### src/rtl/basket_pkg.sv
// Shared types, widths and defaults for the basket controller.
// Optional running total is enabled by defining BASKET_TOTAL_EN.
package basket_pkg;

    localparam int unsigned BASKET_DEPTH_DEFAULT = 8;
    localparam int unsigned PRICE_W_DEFAULT      = 8;
    localparam int unsigned ID_W                 = 4;
    localparam int unsigned QTY_W                = 4;
    localparam int unsigned MAX_SLOTS            = 16;

    typedef enum logic [2:0] {
        IDLE,
        SEARCH,
        WRITE,
        SHIFT,
        CLEAR
    } state_t;

    // Quantities saturate at the all-ones value instead of wrapping.
    function automatic logic [QTY_W-1:0] qty_sat_add(input logic [QTY_W-1:0] a,
                                                     input logic [QTY_W-1:0] b);
        logic [QTY_W:0] s;
        s = {1'b0, a} + {1'b0, b};
        return s[QTY_W] ? '1 : s[QTY_W-1:0];
    endfunction

endpackage

### src/rtl/product_price_rom.sv
// Combinational 16-entry unit-price table indexed by product ID.
// Only instantiated when BASKET_TOTAL_EN is defined.
module product_price_rom
    import basket_pkg::*;
#(
    parameter int unsigned PRICE_W = PRICE_W_DEFAULT
) (
    input  logic [ID_W-1:0]    product_id,
    output logic [PRICE_W-1:0] price
);

    always_comb begin
        price = '0;
        case (product_id)
            4'd0:  price = PRICE_W'(12);
            4'd1:  price = PRICE_W'(25);
            4'd2:  price = PRICE_W'(7);
            4'd3:  price = PRICE_W'(40);
            4'd4:  price = PRICE_W'(15);
            4'd5:  price = PRICE_W'(99);
            4'd6:  price = PRICE_W'(3);
            4'd7:  price = PRICE_W'(60);
            4'd8:  price = PRICE_W'(18);
            4'd9:  price = PRICE_W'(22);
            4'd10: price = PRICE_W'(5);
            4'd11: price = PRICE_W'(33);
            4'd12: price = PRICE_W'(80);
            4'd13: price = PRICE_W'(11);
            4'd14: price = PRICE_W'(9);
            4'd15: price = PRICE_W'(50);
            default: price = '0;
        endcase
    end

endmodule

### src/rtl/basket_controller.sv
// Shopping-basket list controller: add (merge or append), cancel (compact), clear.
// Define BASKET_TOTAL_EN to maintain TotalPrice from product_price_rom.
module basket_controller
    import basket_pkg::*;
#(
    parameter int unsigned BASKET_DEPTH = BASKET_DEPTH_DEFAULT,
    parameter int unsigned PRICE_W      = PRICE_W_DEFAULT
) (
    input  logic              CLOCK_50,
    input  logic              RESET_N,
    input  logic              Add_Pulse,
    input  logic [ID_W-1:0]   Add_ProductID,
    input  logic [QTY_W-1:0]  Add_Quantity,
    input  logic              Cancel_Pulse,
    input  logic [3:0]        Cancel_Index,
    input  logic              Clear_Pulse,
    input  logic [3:0]        Read_Index,
    output logic [ID_W-1:0]   Read_ProductID,
    output logic [QTY_W-1:0]  Read_Quantity,
    output logic [3:0]        BasketProductNum,
    output logic              Busy,
    output logic              Full,
    output logic              Err_Pulse,
    output logic [15:0]       TotalPrice
);

    state_t            state, state_nx;
    logic [ID_W-1:0]   ids  [MAX_SLOTS];
    logic [QTY_W-1:0]  qtys [MAX_SLOTS];
    logic [3:0]        count;
    logic [ID_W-1:0]   op_id;
    logic [QTY_W-1:0]  op_qty;
    logic [3:0]        idx;
    logic [3:0]        match_idx;
    logic              match_found;
    logic              err_q;
    logic              any_req, add_req, cancel_ok;
    logic              search_last, shift_last, hit;
    logic [QTY_W-1:0]  merged_qty;

    assign any_req     = Add_Pulse | Cancel_Pulse | Clear_Pulse;
    assign add_req     = Add_Pulse && (Add_Quantity != '0);
    assign cancel_ok   = Cancel_Index < count;
    assign search_last = ({1'b0, idx} + 5'd1) >= {1'b0, count};
    assign shift_last  = ({1'b0, idx} + 5'd2) >= {1'b0, count};
    assign hit         = (idx < count) && (ids[idx] == op_id);
    assign merged_qty  = qty_sat_add(qtys[match_idx], op_qty);

    assign BasketProductNum = count;
    assign Busy             = (state != IDLE);
    assign Full             = (count == 4'(BASKET_DEPTH));
    assign Err_Pulse        = err_q | ((state == WRITE) && !match_found && Full);

    always_ff @(posedge CLOCK_50 or negedge RESET_N) begin
        if (!RESET_N) state <= IDLE;
        else          state <= state_nx;
    end

    always_comb begin
        state_nx = state;
        case (state)
            IDLE: begin
                if (Clear_Pulse)       state_nx = CLEAR;
                else if (Cancel_Pulse) state_nx = cancel_ok ? SHIFT : IDLE;
                else if (add_req)      state_nx = SEARCH;
            end
            SEARCH:  if (search_last) state_nx = WRITE;
            WRITE:   state_nx = IDLE;
            SHIFT:   if (shift_last) state_nx = IDLE;
            CLEAR:   state_nx = IDLE;
            default: state_nx = IDLE;
        endcase
    end

    // idx doubles as the scan pointer in SEARCH and the hole position in SHIFT.
    always_ff @(posedge CLOCK_50 or negedge RESET_N) begin
        if (!RESET_N) begin
            for (int unsigned i = 0; i < MAX_SLOTS; i++) begin
                ids[i]  <= '0;
                qtys[i] <= '0;
            end
            count       <= '0;
            op_id       <= '0;
            op_qty      <= '0;
            idx         <= '0;
            match_idx   <= '0;
            match_found <= 1'b0;
            err_q       <= 1'b0;
        end else begin
            err_q <= (state != IDLE) && any_req;
            case (state)
                IDLE: begin
                    if (Clear_Pulse) begin
                        // handled in CLEAR
                    end else if (Cancel_Pulse) begin
                        if (cancel_ok) begin
                            idx    <= Cancel_Index;
                            op_id  <= ids[Cancel_Index];
                            op_qty <= qtys[Cancel_Index];
                        end else begin
                            err_q <= 1'b1;
                        end
                    end else if (add_req) begin
                        op_id       <= Add_ProductID;
                        op_qty      <= Add_Quantity;
                        idx         <= '0;
                        match_found <= 1'b0;
                    end
                end
                SEARCH: begin
                    if (hit) begin
                        match_found <= 1'b1;
                        match_idx   <= idx;
                    end
                    idx <= idx + 4'd1;
                end
                WRITE: begin
                    if (match_found) begin
                        qtys[match_idx] <= merged_qty;
                    end else if (!Full) begin
                        ids[count]  <= op_id;
                        qtys[count] <= op_qty;
                        count       <= count + 4'd1;
                    end
                end
                SHIFT: begin
                    if (({1'b0, idx} + 5'd1) < {1'b0, count}) begin
                        ids[idx]  <= ids[idx + 4'd1];
                        qtys[idx] <= qtys[idx + 4'd1];
                    end
                    if (shift_last) begin
                        ids[count - 4'd1]  <= '0;
                        qtys[count - 4'd1] <= '0;
                        count              <= count - 4'd1;
                    end else begin
                        idx <= idx + 4'd1;
                    end
                end
                CLEAR: begin
                    for (int unsigned i = 0; i < MAX_SLOTS; i++) begin
                        ids[i]  <= '0;
                        qtys[i] <= '0;
                    end
                    count <= '0;
                end
                default: ;
            endcase
        end
    end

    always_comb begin
        Read_ProductID = '0;
        Read_Quantity  = '0;
        if (Read_Index < count) begin
            Read_ProductID = ids[Read_Index];
            Read_Quantity  = qtys[Read_Index];
        end
    end

`ifdef BASKET_TOTAL_EN
    logic [PRICE_W-1:0] unit_price;
    logic [15:0]        total_q;
    logic [15:0]        add_delta;

    product_price_rom #(.PRICE_W(PRICE_W)) u_price_rom (
        .product_id (op_id),
        .price      (unit_price)
    );

    always_comb begin
        add_delta = '0;
        if (match_found)
            add_delta = 16'(unit_price) * 16'(merged_qty - qtys[match_idx]);
        else if (!Full)
            add_delta = 16'(unit_price) * 16'(op_qty);
    end

    always_ff @(posedge CLOCK_50 or negedge RESET_N) begin
        if (!RESET_N) begin
            total_q <= '0;
        end else begin
            case (state)
                WRITE:   total_q <= total_q + add_delta;
                SHIFT:   if (shift_last) total_q <= total_q - 16'(unit_price) * 16'(op_qty);
                CLEAR:   total_q <= '0;
                default: ;
            endcase
        end
    end

    assign TotalPrice = total_q;
`else
    assign TotalPrice = '0;
`endif

endmodule

### config.mk
export PLATFORM = sky130hd
export DESIGN_NAME = basket_controller
export DESIGN_NICKNAME = d
export VERILOG_FILES = /design/src/rtl/basket_pkg.sv /design/src/rtl/product_price_rom.sv /design/src/rtl/basket_controller.sv
export SDC_FILE = /design/constraint.sdc
export NUM_CORES = 1
export LEC_CHECK = 0
export CORE_MARGIN = 5
export CORE_UTILIZATION = 25
export CTS_CLUSTER_DIAMETER = 80
export CTS_CLUSTER_SIZE = 25
export DETAILED_ROUTE_END_ITERATION = 8
export GPL_TIMING_DRIVEN = 0
export PLACE_DENSITY_LB_ADDON = 0.3
export SETUP_SLACK_MARGIN = 0.1
export SLEW_MARGIN = 20
export SYNTH_ARGS = -nofsm -noshare
export SYNTH_HDL_FRONTEND = slang
export SYNTH_SLANG_ARGS = --single-unit
### constraint.sdc
create_clock -name CLOCK_50 -period 5.7 [get_ports CLOCK_50]
set_input_delay 0.57 -clock CLOCK_50 [delete_from_list [all_inputs] [get_ports CLOCK_50]]
set_output_delay 0.57 -clock CLOCK_50 [all_outputs]
set_load 0.01 [all_outputs]
==> results.toml <==
[yosys]
synth_edf_count = 0
ys_seq_area_share_pct = 27.5
synth_top_area_share_pct = 27.5
async_flop_share_pct = 100
ys_types = 77
yosysMostFrequentCell = "dfrtp_1"
synth_area_leaders = "dfrtp_1 (28%), mux4_2 (23%), a22o_1 (3.7%)"
synth-main-ff-cell = "dfrtp_1"
syn_area_um2 = 13900
ys_ff_latch = 153
avgSynthCellArea_um2 = 10.0
yosysWarnings = 0
synth_top_cell_by_area = "dfrtp_1"
synthCells = 1387
synth_commonest_cells = "dfrtp_1 (153), mux4_2 (139), nand2_1 (129)"

[timing]
slew_viol_final = 0
setup_viol = 0
slew_headroom_pct = 19.5
min_period_ns = 5.28
fin_setup_tns_ns = 0
fmax_ghz = 0.189
timing.final.crit_share_pct = 92.7
hold_viol_final = 0
worst_slew_pin_slew_ns = 1.20
rsz0062_at_grt = "false"
fin_skew_ns = 0.0169
timing.hold.ws_ns = 0.0577

[floorplan]
die_w_um = 246
initial_core_util_pct = 25.2
die_area_um2 = 60400
fp-row-count = 86
die_y_um = 246
ios = 52
core_um2 = 55100

[pwr]
power.density_nw_per_um2 = 615
p_leak_nw = 5.96
ir_drop_mv = 0.325

[hold_path]
hold_path_class = "in -> async"

[global_routing]
grt_max_degree = 84
globalRouteOverflowTotal = 0
grt_pass1_wl_um = 104000
antenna_found_initial = 0
track_usage_pct = 24.1
grt_pass1_vias = 13300

[clocking]
clkTransAtPathRegs_ns = 0.08
numCtsBuffers = 17
cts_tree = "done"
post_cts_buffers = 0
clock_sinks = 153
cts_resized = 0
insertion_delay_ns = 0.48
cts_buffer_depth = 2
h-tree-depth = 4
cts_root_buffer = "clkbuf_16"
postCtsHoldBufs = 0

[critical_path]
path_max_fanout = 10
cp-end-kind = "register"
r2r_setup_slack_ns = 0.42
critical_path_required_ns = 6.01
critPathLaunchType = "register"
rr_worst_depth = 12
critPathArrivalTime_ns = 5.59
worstSetupPathType = "reg -> reg"

[placement]
hpwl_um = 57800
routabilityCongestion = 1.01
port_buffers = 33

[final_layout]
drive_gt1_share_pct = 19.0
nets = 1511
fillers = 5821
n_antenna_cell = 0
area_growth_pct = 14.3

[route]
drc = 0
via_count = 14000
first_pass_iters = 6
routed_wl_um = 74500
drtIter0Drc = 2311
via_per_inst = 6.31
ant_nets = 0
wl_per_cell_um = 33.6

[run]
cap_viol_max_count = 0

[status]
status = "finished clean"
cells by family after synthesis:
group / share of synthesized area (%)
compound gates: 24.7
simple gates: 12.5
mux: 26.2
buf+inv: 5.22
flops: 27.5
fa+ha+maj: 3.02
xor+xnor: 0.747
other cells: 0.0270
critical path: stages (launching register included):
cell and delay [ns]:
dfrtp_1 0.46, ha_1 0.25, nand2_1 0.08, xor2_1 0.81, inv_1 0.33, buf_2 0.37
ha_1 0.37, o21a_1 0.16, clkbuf_1 0.26, nor2_1 0.40, nand3_1 0.41, a221oi_1 0.98
o221ai_1 0.20
stage by stage:
step                total power [mW]  worst slack [ns]  cell area [um^2]  instances  util (%)
floorplan                       5.74              1.75             14000       1402         -
global placement                8.25             -3.00             15200       2183      27.6
detailed placement              8.27             0.571             15300       2185      27.7
CTS                             9.52             0.557             15900       2217      28.8
global route                    10.0             0.285             15900       2218      28.8
finish                          9.77             0.418             15900       2218      28.8
area by class of cell:
| cell class | instances | area [um^2] | share of cell area, % |
|---|---|---|---|
| inverters | 34 | 128 | 0.803 |
| clock buffers | 21 | 450 | 2.83 |
| flip-flops and latches | 153 | 3830 | 24.1 |
| plain buffers | 126 | 603 | 3.80 |
| repair buffers | 36 | 385 | 2.43 |
| well taps | 748 | 936 | 5.89 |
| clock inverters | 11 | 146 | 0.921 |
| multi-input cells | 1089 | 9410 | 59.2 |
per-layer routing:
metal / up-vias / track usage [%] / part of all wire, %
li1: 5629 / - / -
met5: - / 0 / 0
met2: 1044 / 34.8 / 42
met1: 7139 / 33.9 / 42
met3: 181 / 6.05 / 11
met4: 0 / 10.9 / 5.4
path summary, 6_finish.rpt:
check	startpoint	to
worst max register to register	idx[1]	register
worst min register to register	op_qty[1]	op_qty[1]
worst min-delay path	RESET_N	idx[2]
max in group asynchronous	RESET_N	asynchronous set/reset pin
min in group CLOCK_50	op_qty[1]	op_qty[1]
worst max-delay path	idx[1]	register
power breakdown:
part / leakage [nW] / switching, mW / internal, mW
registers: 2.03 / 0.587 / 1.45
clock network: 0.287 / 0.539 / 0.700
logic: 3.65 / 4.31 / 2.18
placed cells by master, fill, tap and decap left out, drive strengths merged, types with 15 or more instances in the layout:
master,instances
nand2,129
nand3,34
a21oi,72
conb,16
mux4,139
nor2,85
dfrtp,153
nor2b,31
a221o,16
clkbuf,82
o211ai,17
o31ai,19
buf,69
mux2i,24
mux2,23
o221ai,24
a22oi,17
nor3,18
a32oi,18
and2,16
inv,35
o2bb2ai,15
a22o,58
o21ai,100
a31oi,23
ha,32
clkdlybuf4s50,32
o22ai,17
Note: power is estimated with default switching activity, not from simulation.
